$ cat src/rtl/add_rq_seq.sv
// add_rq_seq: sequencer for the shared W-bit mod-2^W coefficient adder.
// Streams N coefficient pairs from the A/B RAMs through an external
// combinational adder and writes c[i] = a[i] + b[i] (mod 2^W) to the result
// RAM, one coefficient per cycle, with a global stall (hold).
module add_rq_seq #(
  parameter int N  = 701,
  parameter int W  = 13,
  parameter int AW = 10
) (
  input  logic          clk,
  input  logic          rst_n,
  input  logic          start,
  input  logic          hold,
  output logic          busy,
  output logic          done,
  output logic          rd_en,
  output logic [AW-1:0] rd_addr,
  input  logic [W-1:0]  a_rdata,
  input  logic [W-1:0]  b_rdata,
  output logic [W-1:0]  add_x1,
  output logic [W-1:0]  add_x2,
  input  logic [W-1:0]  add_out,
  output logic          wr_en,
  output logic [AW-1:0] wr_addr,
  output logic [W-1:0]  wr_data
);

  typedef enum logic [1:0] {IDLE, RUN, DRAIN, DONE} state_t;

  localparam logic [AW-1:0] LAST = AW'(N - 1);

  state_t          state_q, state_d;
  logic            vld_p1;   // RAM data for addr_p1 is on a/b_rdata
  logic [AW-1:0]   addr_p1;
  logic            vld_p2;   // add_x1/add_x2 hold operands for wr_addr

  // Next-state logic; hold freezes the FSM in place.
  always_comb begin
    state_d = state_q;
    if (!hold) begin
      case (state_q)
        IDLE:    if (start) state_d = RUN;
        RUN:     if (rd_addr == LAST) state_d = DRAIN;
        // Last write happens this cycle when the operand stage is full
        // and nothing is left in the read stage behind it.
        DRAIN:   if (vld_p2 && !vld_p1) state_d = DONE;
        DONE:    state_d = IDLE;
        default: state_d = IDLE;
      endcase
    end
  end

  // Strobes are gated by hold so no RAM access happens during a stall.
  always_comb begin
    busy    = (state_q != IDLE);
    done    = (state_q == DONE) && !hold;
    rd_en   = (state_q == RUN) && !hold;
    wr_en   = vld_p2 && !hold;
    wr_data = wr_en ? add_out : '0;
  end

  // State register.
  always_ff @(posedge clk or negedge rst_n) begin
    if (!rst_n) state_q <= IDLE;
    else        state_q <= state_d;
  end

  // ---- stage p0: read address issue ----
  // Read address counter; restarts at 0 on an accepted start, stops at N-1.
  always_ff @(posedge clk or negedge rst_n) begin
    if (!rst_n) begin
      rd_addr <= '0;
    end else if (!hold) begin
      if (state_q == IDLE && start)
        rd_addr <= '0;
      else if (state_q == RUN && rd_addr != LAST)
        rd_addr <= rd_addr + AW'(1);
    end
  end

  // ---- stage p1: RAM data returning ----
  // Tracks which read is in flight so its data is captured the next cycle.
  always_ff @(posedge clk or negedge rst_n) begin
    if (!rst_n) begin
      vld_p1  <= 1'b0;
      addr_p1 <= '0;
    end else if (!hold) begin
      vld_p1  <= (state_q == RUN);
      addr_p1 <= rd_addr;
    end
  end

  // ---- stage p2: registered adder operands / write ----
  // Captures RAM data into the adder operands; the sum is written next cycle.
  always_ff @(posedge clk or negedge rst_n) begin
    if (!rst_n) begin
      vld_p2  <= 1'b0;
      add_x1  <= '0;
      add_x2  <= '0;
      wr_addr <= '0;
    end else if (!hold) begin
      vld_p2 <= vld_p1;
      if (vld_p1) begin
        add_x1  <= a_rdata;
        add_x2  <= b_rdata;
        wr_addr <= addr_p1;
      end
    end
  end

endmodule

$ cat config.mk
export PLATFORM = sky130hd
export DESIGN_NAME = add_rq_seq
export DESIGN_NICKNAME = d
export VERILOG_FILES = /design/src/rtl/add_rq_seq.sv
export SDC_FILE = /design/constraint.sdc
export NUM_CORES = 1
export LEC_CHECK = 0
export ABC_AREA = 1
export ABC_CLOCK_PERIOD_IN_PS = 2800
export CORE_MARGIN = 5
export CORE_UTILIZATION = 45
export CTS_CLUSTER_SIZE = 28
export DETAILED_ROUTE_END_ITERATION = 10
export PLACE_DENSITY = 0.81
export SLEW_MARGIN = 25
export SYNTH_ARGS = -nofsm -noshare
export SYNTH_HDL_FRONTEND = slang
export SYNTH_SLANG_ARGS = --single-unit
$ cat constraint.sdc
create_clock -name clk -period 2.8 [get_ports clk]
set_input_delay 0.56 -clock clk [delete_from_list [all_inputs] [get_ports clk]]
set_output_delay 0.56 -clock clk [all_outputs]
set_load 0.01 [all_outputs]
==> After elaboration in Yosys (flattened, before gate mapping) <==
Cells that the tools add are included.
{ "word_totals": {"ff_bits": 60, "output_inout_bits": 63, "word_cells": 39} }
{ "classes": {"mux": 7, "bitwise": 1, "n_addsub": 1, "eq_ne": 8, "n_reduce_logical": 14} }
{ "op_table": {"columns": ["op", "count"], "rows": [
  ["$mux W10", 2],
  ["$mux W13", 1],
  ["$add A10 B1 Y10 const B", 1],
  ["$eq A10 B10 Y1 const B", 1],
  ["$ne A10 B10 Y1 const B", 1],
  ["$pmux W2 S4", 1],
  ["$logic_and A1 B1 Y1", 6],
  ["$mux W2", 3],
  ["$ne A2 B2 Y1 const B", 3],
  ["$eq A2 B2 Y1 const B", 2],
  ["$reduce_and A2 Y1", 2],
  ["$reduce_and A4 Y1", 1],
  ["$reduce_bool A2 Y1", 2],
  ["$eq A2 B1 Y1 const B", 1],
  ["$logic_not A1 Y1", 2],
  ["$logic_not A2 Y1", 1],
  ["$not A1 Y1", 1]
]} }

==> Longest topological paths before layout <==
Gate-level depths: netlist (run 1).
{ "logic_depth": {"ltp_word": 4, "mapped_depth": 10, "ltp_nobuf": 10} }

==> Worst setup path before layout (run 1) <==
OpenSTA, ideal clock, no wires.
{ "synth_path": {"path_kind": "input to output", "from": "input hold", "to": "output wr_data[10]", "stages": 4, "path_buffers": 1, "path_slack_ps": 981, "t_required_ps": 2240, "arrival_time_ps": 1259, "cell_sequence": "nor2_1 inv_1 clkbuf_1 nor2_1"} }
{ "synth_via": {"elab_chain_len": 3} }
{ "synth_lines": {"columns": ["item", "line_no", "rtl"], "rows": [
  ["from (decl)", "13", "input logic hold,"],
  ["$logic_not A1 Y1", null, null],
  ["$logic_and A1 B1 Y1", "58", "wr_en = vld_p2 && !hold;"],
  ["$mux W13", "59", "wr_data = wr_en ? add_out : '0;"],
  ["to (decl)", "25", "output logic [W-1:0] wr_data"]
]} }
Every way passes these cells.

==> Worst setup path in the final report (run 1) <==
{ "layout_path": {"from": "input hold", "to": "output wr_data[7]"} }
The elaborated chain is that of the path after synthesis.

==> results of run 1 <==
synth_stat cells:
cell                        n  area [um^2]
sky130_fd_sc_hd__a21oi_1    6        30.03
sky130_fd_sc_hd__buf_2      1        5.000
sky130_fd_sc_hd__buf_4      2        15.01
sky130_fd_sc_hd__buf_6      2        22.52
sky130_fd_sc_hd__buf_8      1        15.01
sky130_fd_sc_hd__clkbuf_1   4        15.01
sky130_fd_sc_hd__dfrtp_1   60         1501
sky130_fd_sc_hd__ha_1       7        87.58
sky130_fd_sc_hd__inv_1     31        116.4
sky130_fd_sc_hd__inv_2      1        3.750
sky130_fd_sc_hd__mux2_2    18        202.7
sky130_fd_sc_hd__mux2_4    17        255.2
sky130_fd_sc_hd__nand2_1   67        251.5
sky130_fd_sc_hd__nand2_2    2        12.51
sky130_fd_sc_hd__nand2_4    2        22.52
sky130_fd_sc_hd__nand3_1    9        45.04
sky130_fd_sc_hd__nand3b_1   1        7.510
sky130_fd_sc_hd__nand4_1    1        6.260
sky130_fd_sc_hd__nor2_1    37        138.9
sky130_fd_sc_hd__o21a_1     1        7.510
sky130_fd_sc_hd__o21ai_0   12        60.06
area by class of cell:
type	instances	area, um^2
Inverter	32	120.1
Timing Repair Buffer	110	1084
Sequential cell	60	1501
Multi-Input combinational cell	180	1127
Clock buffer	14	172.7
Fill cell	477	1897
Tap cell	75	93.84
Clock inverter	1	30.03
stage by stage:
step	total power [mW]	worst slack (ns)	area (um^2)	hold slack, ns	instances
after floorplan	2.073	0.9808	2821	0.2644	282
after global placement	2.769	0.2690	3926	0.4680	457
after detailed placement	2.822	0.2214	3926	0.4711	457
after CTS	3.622	0.2195	4129	0.1937	472
after global routing	3.807	0.1380	4129	0.2340	472
final	3.570	0.2324	4129	0.1999	472
final timing paths:
| path | slack, ns | cells past startpoint | startpoint | end |
|---|---|---|---|---|
| max | 0.23 | 5 | hold | wr_data[7] |
| min | 0.20 | 1 | rst_n | rd_addr[2] |
| max reg2reg | 1.21 | 7 | state_q[0] | rd_addr[5] |
| min reg2reg | 0.48 | 2 | addr_p1[8] | addr_p1[8] |
| max in group asynchronous | 1.93 | 2 | rst_n | add_x1[6] |
| min in group clk | 0.48 | 2 | addr_p1[8] | addr_p1[8] |
cells by family (layout without fill, tap and decap cells):
group / count (synthesis) / after routing
buf+inv: 42 / 157
mux: 35 / 35
simple gates: 119 / 119
flops: 60 / 60
fa+ha+maj: 7 / 7
compound gates: 19 / 19
power groups by stage:
stage	Clock, mW	Sequential (mW)	Combinational [mW]
global route	0.843	1.35	1.61
CTS	0.806	1.31	1.50
floorplan	0	1.42	0.654
global placement	0	1.31	1.46
detailed placement	0	1.33	1.50
finish	0.781	1.31	1.48
layer usage:
| metal | wire length [um] | share of wire, % |
|---|---|---|
| met5 | 0 | 0 |
| met1 | 2633 | 41 |
| met3 | 468 | 7.3 |
| met2 | 3258 | 51 |
| met4 | 88 | 1.4 |
worst max-delay path, stage by stage:
cell,delay (ns)
sky130_fd_sc_hd__clkdlybuf4s50_1,0.42
sky130_fd_sc_hd__nor2_1,0.14
sky130_fd_sc_hd__inv_1,0.17
sky130_fd_sc_hd__nor2_1,0.15
sky130_fd_sc_hd__clkdlybuf4s50_1,0.57
registers in the layout, indices dropped and copies added (netlist names):
signal and flops:
add_x1 13, add_x2 13, addr_p1 10, rd_addr 10, state_q 2, vld_p1 1, vld_p2 1, wr_addr 10
==> impl_metrics.json, run 1 <==
{
  "core_area_mm2": 0.006026,
  "setup.worst_path.start_class": "input port",
  "final-hold-violation-count": 0,
  "cts_tree": "yes",
  "h-tree-depth": 3,
  "netlist_area_pre_place_mm2": 0.002821,
  "timing.critical_path.fanout_max": 13,
  "worst_case_clock_skew_ns": 0.006369,
  "comb_power_share_pct": 41.4,
  "port_buffers": 105,
  "die_h_um": 89.18,
  "die_x_um": 89.18,
  "drtPass1Iterations": 4,
  "global_route.usage.met1_pct": 20.86,
  "power_frac_seq_pct": 36.7,
  "cts.path.max_buffers": 2,
  "synth.avg_cell_area_um2": 10.01,
  "io-pin-count": 106,
  "largest_family_of_logic_cells_by_synthesized_area": "simple AND/OR/NAND/NOR gates",
  "timing.final.max_slew_violations": 0,
  "synth_area_in_simple_gates_pct": 17.16,
  "core_util_final_pct": 68.52,
  "drt_drc_violations_left": 0,
  "slew_headroom_pct": 66.55,
  "power_switching_share_pct": 30.29,
  "numCtsBuffers": 9,
  "diodes": 0,
  "power_density_mw_per_mm2": 864.7,
  "cellInternalPower_mw": 2.489,
  "post-route-min-period_ns": 2.568,
  "area.growth.synth_to_final_pct": 46.34,
  "fin_nets": 443,
  "min_path_type": "input port to async pin",
  "route.antenna.remaining_nets": 0,
  "grt_busiest_layer": "met2",
  "setup_tns_ns": 0,
  "max-cap-violations": 0,
  "yosysUniqueCellTypes": 21,
  "row_count": 28,
  "floorplan.initialDensity_pct": 46.82,
  "post_cts_hold_buffer_count": 0,
  "insertion_delay_ns": 0.32,
  "critPathArrivalTime_ns": 2.01,
  "routabilityCongestion": 0.8111,
  "total_leakage_power_nw": 2.013,
  "criticalPathCategory": "input port to primary output",
  "worst-endpoint-required_ns": 2.24,
  "endpoint_kind": "primary output",
  "synth.net_count": 332,
  "cts_root_buffer": "sky130_fd_sc_hd__clkbuf_8",
  "grt_pass1_wl_um": 10070,
  "vias_in_the_first_global_route": 2166,
  "post_synth_xor_area_fraction_pct": 0,
  "synth-compound-area-share_pct": 3.459,
  "synth.ff_latch_count": 60,
  "cts.reportedPaths.clkPinSlew_ns": 0.06,
  "number_of_post_cts_setup_repair_buffers": 0,
  "rsz0062_at_grt": "false",
  "worst-slew-pin-transition_ns": 0.5018,
  "synth_cells": 282,
  "grt_max_degree": 25,
  "layout-drive-gt1-share_pct": 14.86,
  "globalRouteMet2Util_pct": 27.66,
  "track_usage_pct": 16.52,
  "total_wirelength_of_the_detailed_routed_design_um": 6449,
  "final_cell_mix": "sky130_fd_sc_hd__clkdlybuf4s50_1, sky130_fd_sc_hd__nand2_1, sky130_fd_sc_hd__dfrtp_1",
  "drt-vias-per-instance": 4.661,
  "timing.final.setup_violations": 0,
  "floorplan.die_area_mm2": 0.007953,
  "hpwl_um": 4996,
  "number_of_antenna_violations_at_the_first_check_in_global_routing": 0,
  "ys_warn_count": 0,
  "final_min_period_over_clock_period_pct": 91.70,
  "synth.area.mux_share_pct": 16.23,
  "groute.layer.met3.usage_pct": 2.949,
  "ir_worst_vdd_uv": 629.9,
  "achievable-frequency_ghz": 0.3895,
  "cts_sinks": 60,
  "global_route_total_overflow": 0,
  "yosys.area_share.adder_pct": 3.104,
  "post_cts.resized_instances": 0,
  "clkPwrFrac_pct": 21.9,
  "wire_per_inst_um": 13.66,
  "p_sw_mw": 1.081,
  "synth_seq_area_share_pct": 53.22,
  "initialDrtViolationCount": 79,
  "vias": 2200,
  "status": "complete, no violations",
  "most_common_library_cell_in_the_layout_ignoring_fill_and_taps": "sky130_fd_sc_hd__clkdlybuf4s50_1"
}
(Power assumes the default switching activity.)
==> run 2: changes to the inputs <==
--- a/config.mk
+++ b/config.mk
@@ -11,6 +11,7 @@
 export CORE_UTILIZATION = 45
 export CTS_CLUSTER_SIZE = 28
 export DETAILED_ROUTE_END_ITERATION = 10
+export HOLD_SLACK_MARGIN = 0.1
 export PLACE_DENSITY = 0.81
 export SLEW_MARGIN = 25
 export SYNTH_ARGS = -nofsm -noshare
==> results of run 2 <==
Final layout, timing and power as in run 1 (identical DEF).
==> run 3: changes to the inputs <==
--- a/config.mk
+++ b/config.mk
@@ -7,13 +7,13 @@
 export LEC_CHECK = 0
 export ABC_AREA = 1
 export ABC_CLOCK_PERIOD_IN_PS = 2800
+export CAP_MARGIN = 30
 export CORE_MARGIN = 5
 export CORE_UTILIZATION = 45
 export CTS_CLUSTER_SIZE = 28
 export DETAILED_ROUTE_END_ITERATION = 10
 export HOLD_SLACK_MARGIN = 0.1
 export PLACE_DENSITY = 0.81
-export SLEW_MARGIN = 25
 export SYNTH_ARGS = -nofsm -noshare
 export SYNTH_HDL_FRONTEND = slang
 export SYNTH_SLANG_ARGS = --single-unit
==> results of run 3 <==
Final layout, timing and power as in run 1 (identical DEF).
